## config.mk

```make
export PLATFORM = sky130hd
export DESIGN_NAME = bcd_cascade_counter
export DESIGN_NICKNAME = d
export VERILOG_FILES = /design/src/rtl/bcd_cascade_counter.sv
export SDC_FILE = /design/constraint.sdc
export NUM_CORES = 1
export LEC_CHECK = 0
export BUFFER_PORTS_ARGS = -buffer_cell sky130_fd_sc_hd__buf_4
export CORE_AREA = 5 5 42 44
export CTS_BUF_LIST = sky130_fd_sc_hd__clkbuf_16
export CTS_CLUSTER_DIAMETER = 30
export DETAILED_ROUTE_END_ITERATION = 8
export DIE_AREA = 0 0 47 49
export GPL_ROUTABILITY_DRIVEN = 0
export PLACE_DENSITY = 0.77
export SLEW_MARGIN = 15
export SYNTH_ARGS = -nofsm -noshare
export SYNTH_HDL_FRONTEND = slang
export SYNTH_SLANG_ARGS = --single-unit
```

## constraint.sdc

```tcl
create_clock -name clockIn -period 2.6 [get_ports clockIn]
set_input_delay 0.26 -clock clockIn [delete_from_list [all_inputs] [get_ports clockIn]]
set_output_delay 0.26 -clock clockIn [all_outputs]
set_load 0.01 [all_outputs]
```

## src/rtl/bcd_cascade_counter.sv

```systemverilog
// Cascaded BCD decade counter driven by a one-cycle enable strobe on the fast clock.
// Optional feature macro: COUNT_DOWN_EN adds a countDown input for decrementing.
module bcd_cascade_counter #(
    parameter int DIGITS = 2
) (
    input  logic                  clockIn,
    input  logic                  reset,
    input  logic                  enablePulse,
    input  logic                  clear,
    input  logic                  load,
    input  logic [4*DIGITS-1:0]   loadValue,
`ifdef COUNT_DOWN_EN
    input  logic                  countDown,
`endif
    output logic [4*DIGITS-1:0]   bcdOut,
    output logic                  carryOut,
    output logic                  overflow
);

    logic [4*DIGITS-1:0] bcd_q, bcd_d;
    logic                carry_q, carry_d;
    logic                ovf_q, ovf_d;
    logic                ripple;
    logic                down;

    // enablePulse is a level-sampled strobe: every cycle it is high (without clear/load)
    // counts exactly one event; there is no handshake back to the producer.
    always_comb begin
        bcd_d   = bcd_q;
        carry_d = 1'b0;
        ovf_d   = ovf_q;
        ripple  = 1'b0;
`ifdef COUNT_DOWN_EN
        down    = countDown;
`else
        down    = 1'b0;
`endif
        if (clear) begin
            bcd_d = '0;
            ovf_d = 1'b0;
        end else if (load) begin
            for (int k = 0; k < DIGITS; k++) begin
                bcd_d[4*k +: 4] = (loadValue[4*k +: 4] > 4'd9) ? 4'd9 : loadValue[4*k +: 4];
            end
            ovf_d = 1'b0;
        end else if (enablePulse) begin
            // ripple stays high only while every lower digit sits at its rollover value
            ripple = 1'b1;
            for (int k = 0; k < DIGITS; k++) begin
                if (ripple) begin
                    if (down) begin
                        if (bcd_q[4*k +: 4] == 4'd0) begin
                            bcd_d[4*k +: 4] = 4'd9;
                        end else begin
                            bcd_d[4*k +: 4] = bcd_q[4*k +: 4] - 4'd1;
                            ripple = 1'b0;
                        end
                    end else begin
                        if (bcd_q[4*k +: 4] >= 4'd9) begin
                            bcd_d[4*k +: 4] = 4'd0;
                        end else begin
                            bcd_d[4*k +: 4] = bcd_q[4*k +: 4] + 4'd1;
                            ripple = 1'b0;
                        end
                    end
                end
            end
            if (ripple) begin
                carry_d = 1'b1;
                ovf_d   = 1'b1;
            end
        end
    end

    always_ff @(posedge clockIn or negedge reset) begin
        if (!reset) begin
            bcd_q   <= '0;
            carry_q <= 1'b0;
            ovf_q   <= 1'b0;
        end else begin
            bcd_q   <= bcd_d;
            carry_q <= carry_d;
            ovf_q   <= ovf_d;
        end
    end

    assign bcdOut   = bcd_q;
    assign carryOut = carry_q;
    assign overflow = ovf_q;

endmodule

```

**Word-level counts from Yosys, hierarchy flattened**

Index checks and enable logic that the tools add are counted.

- Word-level logic and storage cells: 40
- Flip-flop bits (word level): 10
- Output and inout bits: 10

- Add/subtract/negate cells: 2
- Magnitude comparators: 4
- Multiplexer cells: 25
- Reductions and logical operators: 5

Operator list:

| operator | number |
|---|---|
| 2-to-1 mux 8 bit | 3 |
| 2-to-1 mux 4 bit | 5 |
| 2-to-1 mux 1 bit | 17 |
| nonzero test 3 bit | 3 |
| adder 4 x 1 -> 4 bit, second input constant | 2 |
| greater-or-equal comparator 4 bit, second input constant | 2 |
| > comparator 4 bit, second input constant | 2 |
| AND reduction 2 bit | 2 |

**Depth between registers and ports, before layout**

- Depth after elaboration: 13
- Depth in mapped cells: 6
- Gate-level depth less buffers: 6

**Least setup slack after synthesis**

No wires, ideal clock.

- Path type: reg2reg
- From: register bcd_q[1], in the netlist bcdOut[1]
- To: register bcd_q[6], in the netlist bcdOut[6]
- Cell stages (with the launch flop): 7
- Setup slack: 852 ps
- Required time: 2470 ps
- Setup time: 130 ps
- Data arrival time: 1617 ps
- Cells stage by stage: dfrtp_1 inv_1 ha_1 or3b_4 a311o_1 nand3_1 o211ai_1

- Longest elaborated chain between the ends: 7

Ends and longest elaborated chain:

| item | RTL line | text |
|---|---|---|
| start, declared | 20 | `logic [4*DIGITS-1:0] bcd_q, bcd_d;` |
| start signal, assigned | 77 | `bcd_q <= '0;` |
| start signal, assigned | 81 | `bcd_q <= bcd_d;` |
| greater-or-equal comparator 4 bit | 59 | `if (bcd_q[4*k +: 4] >= 4'd9) begin` |
| 2-to-1 mux 1 bit | 59 |  |
| 2-to-1 mux 1 bit | 46 | `end else if (enablePulse) begin` |
| 2-to-1 mux 1 bit | 41 | `end else if (load) begin` |
| 2-to-1 mux 1 bit | 38 | `if (clear) begin` |
| nonzero test 3 bit (no line) | -- |  |
| AND reduction 2 bit (no line) | -- |  |

Every way passes these cells. The select of a mux whose other input is x is not followed.
A chain may end at the register's enable or synchronous reset.

**Final worst setup path**

- From: register bcd_q[4], in the netlist bcdOut[4]
- To: register bcd_q[7], in the netlist bcdOut[7]

- Longest elaborated chain between the ends: 6

Ends and longest elaborated chain:

| item | RTL line | text |
|---|---|---|
| adder 4 x 1 -> 4 bit or greater-or-equal comparator 4 bit (tied branches) | 62, 59 |  |
| 2-to-1 mux 4 bit * | 59 |  |
| 2-to-1 mux 4 bit * | 50 | `if (ripple) begin` |
| 2-to-1 mux 8 bit * | 46 |  |
| 2-to-1 mux 8 bit * | 41 |  |
| 2-to-1 mux 8 bit * | 38 |  |

Every way passes the cells marked *; elsewhere a longest branch is shown, timed or not. The select of a mux whose other input is x is not followed.

==> impl_metrics.py <==
metrics = {
    "pwr": {
        "p_seq_frac": 0.327,
        "p_leak_nw": 0.437,
        "p_int_mw": 0.413,
        "irDropWorstVdd_mv": 0.411,
        "cellPowerDensity_nw_per_um2": 590,
        "power_mw": 0.543,
        "clockPowerShare": 0.498,
        "pwr-share-comb": 0.175,
        "switching_power_mw": 0.130,
        "sw_frac_of_total": 0.240,
    },
    "worst_hold_path": {
        "worstHoldStart": "clear",
        "min_path_type": "in2reg",
        "hold_depth": 2,
        "min_to": "bcdOut[1]",
    },
    "worst_setup_path": {
        "required_ns": 2.76,
        "reg2reg_from": "bcdOut[4]",
        "timing.rr.end": "bcdOut[7]",
        "worstSetupEndpointType": "register",
        "crit_arrival_ns": 1.98,
        "critPathMaxFanout": 5,
        "reg2reg_slack_ns": 0.77,
        "crit_chain": "inv_1, ha_1, or3b_2, a31oi_1, o21ai_0, a21oi_1",
        "critPathMaxStageDelay_ns": 0.45,
        "crit_path_top_delay_cell": "or3b_2",
        "r2r_cells": 6,
        "path_class": "reg2reg",
        "start_kind": "register",
    },
    "floorplan": {
        "die_w_um": 47,
        "die_h_um": 49,
        "fp.dieArea_um2": 2300,
        "rows": 14,
        "start_util": 0.469,
        "coreArea_um2": 1400,
        "ios": 23,
    },
    "routing": {
        "route.detailed.drc": 0,
        "drtIter0Drc": 16,
        "wire_per_inst_um": 15.2,
        "totalWireLength_mm": 1.71,
        "vias": 684,
        "antenna_left": 0,
        "routed_via_density": 6.05,
        "dr.pass1.iters": 4,
    },
    "cts": {
        "h-tree-depth": 1,
        "numCtsBuffers": 3,
        "post_cts_buffers": 0,
        "clkSlewWorstSetupHoldPaths_ns": 0.04,
        "cts-root-buf": "clkbuf_16",
        "hold_buffers": 1,
        "cts_resized": 0,
        "clock_sinks": 10,
        "clock_path_buffers": 2,
        "cts_tree": "done",
        "clk_latency_ns": 0.23,
    },
    "grt": {
        "track_usage": 0.165,
        "grt_use_met1": 0.203,
        "grt_start_max_net_pins": 13,
        "grt_pass1_vias": 658,
        "use_met2": 0.271,
        "grt_antenna_before_repair": 0,
        "busiest_layer": "met2",
        "grt_util_met3": 0.0406,
        "grt_first_pass_wirelength_mm": 2.80,
        "overflow": 0,
    },
    "sta": {
        "setup_tns_ns": 0,
        "tightestPinTransition_ns": 0.397,
        "finalHoldViolations": 0,
        "min_period_ns": 1.83,
        "clock_skew_ns": 0.000561,
        "worst_slack_ns": 0.773,
        "drv_slew": 0,
        "rsz0062_at_grt": "false",
        "setup_violations": 0,
        "finalCritPeriodShare": 0.703,
        "max_slew_margin": 0.735,
        "max_freq_mhz": 547,
        "holdWs_ns": 0.274,
    },
    "cells_and_area": {
        "fin_nets": 117,
        "layout-drive-gt1-share": 0.289,
        "syn_to_final_growth_pct": 40.0,
        "n_antenna_cell": 0,
        "design_area_um2": 920,
    },
    "synth": {
        "synth_seq_area_share": 0.381,
        "synth.net_count": 92,
        "synthFlopType": "dfrtp_1",
        "syn_avg_cell_area_um2": 9.00,
        "syn_area_um2": 657,
        "ys_warn_count": 0,
        "synthArstFlopShare": 1.00,
        "synth_cell_type_count": 28,
        "yosys_register_bits": 10,
        "synthCells": 73,
        "synth_edf_count": 0,
    },
    "placement": {
        "io_buffers": 22,
        "placedInstanceArea_um2": 831,
        "dp.final_hpwl_mm": 1.27,
        "dp_slack_ns": 0.812,
    },
    "run_status": {
        "outcome": "complete, no violations",
    },
    "job": {
        "drv_cap": 0,
    },
}
==> layout make-up <==
class	instances	area (um^2)
multi-input combinational	53	369
clock buffer	3	75.1
sequential	10	250
fill	116	482
clock inverter	1	3.75
timing repair buffer	23	175
inverter	7	26.3
tap	16	20.0
==> registers in the layout, indices dropped and copies added, names as in the netlist <==
signal,cells
bcdOut,8
overflow,1
carryOut,1
==> cells by family after synthesis <==
group                    count (synthesis)  share of synthesized area
AO/OA/AOI/OAI                           21                      0.215
buffers and inverters                   10                     0.0571
adder cells (fa/ha/maj)                  6                      0.114
XOR/XNOR                                 1                     0.0133
AND/OR/NAND/NOR                         25                      0.219
flip-flops                              10                      0.381
==> power groups by stage <==
| stage | Combinational, mW | Clock, mW | Sequential, mW |
|---|---|---|---|
| 2_1_floorplan | 0.0461 | 0 | 0.181 |
| 3_3_place_gp | 0.0906 | 0 | 0.179 |
| 3_5_place_dp | 0.0924 | 0 | 0.179 |
| 4_1_cts | 0.0952 | 0.272 | 0.177 |
| 5_1_grt | 0.105 | 0.281 | 0.179 |
| 6_report | 0.0949 | 0.270 | 0.178 |
==> through the flow <==
stage	std cells	util
floorplan	73	-
global placement	108	0.593
detailed placement	108	0.593
CTS	113	0.656
global route	113	0.656
finish	113	0.656
==> synth_stat cells (2+ instances only) <==
cell,number,area (um^2)
dfrtp_1,10,250
inv_1,7,26.3
a21oi_1,6,30.0
ha_1,6,75.1
nand3_1,6,30.0
nor2_1,6,22.5
o21ai_0,3,15.0
a221oi_1,2,17.5
a31oi_1,2,12.5
a32oi_1,2,17.5
clkbuf_1,2,7.51
nand2_1,2,7.51
nand3b_1,2,15.0
nand4_1,2,12.5
nor3_1,2,10.0
==> layer usage <==
metal  part of all wire  up-vias
li1                   -      318
met1               0.44      342
met2               0.50       20
met3              0.051        4
met4             0.0099        0
met5                  0        -
==> how the worst max path moves through the flow <==
stage,startpoint,end,slack [ns]
floorplan,bcdOut[1],bcdOut[6],0.85
global placement,bcdOut[4],bcdOut[7],0.86
detailed placement,bcdOut[1],bcdOut[6],0.81
CTS,bcdOut[4],bcdOut[7],0.80
global route,bcdOut[1],bcdOut[7],0.70
finish,bcdOut[4],bcdOut[7],0.77
==> cell usage in the layout (no fill, tap or decap) <==
cell	count
a211oi_1	1
a21oi_1	6
a221oi_1	2
a311o_1	1
a31o_2	1
a31oi_1	2
a32oi_1	2
and3b_1	1
buf_4	22
clkbuf_16	3
clkinv_1	1
dfrtp_1	10
dlygate4sd3_1	1
ha_1	6
inv_1	7
nand2_1	2
nand3_1	6
nand3b_1	2
nand4_1	2
nand4bb_1	1
nor2_1	6
nor3_1	2
nor4_1	1
o211ai_1	1
o21a_1	1
o21ai_0	3
o31ai_1	1
or3b_2	1
or3b_4	1
xor2_1	1
==> worst max-delay path, delay by kind of cell, from the launching register on <==
kind | cells | cell delay [ns]
AOI/OAI and AO/OA | 3 | 0.55
adders and majority gates | 1 | 0.16
buffers and inverters | 1 | 0.14
DFF | 1 | 0.44
and+or+nand+nor | 1 | 0.45
Power figures use the tool's default switching activity.
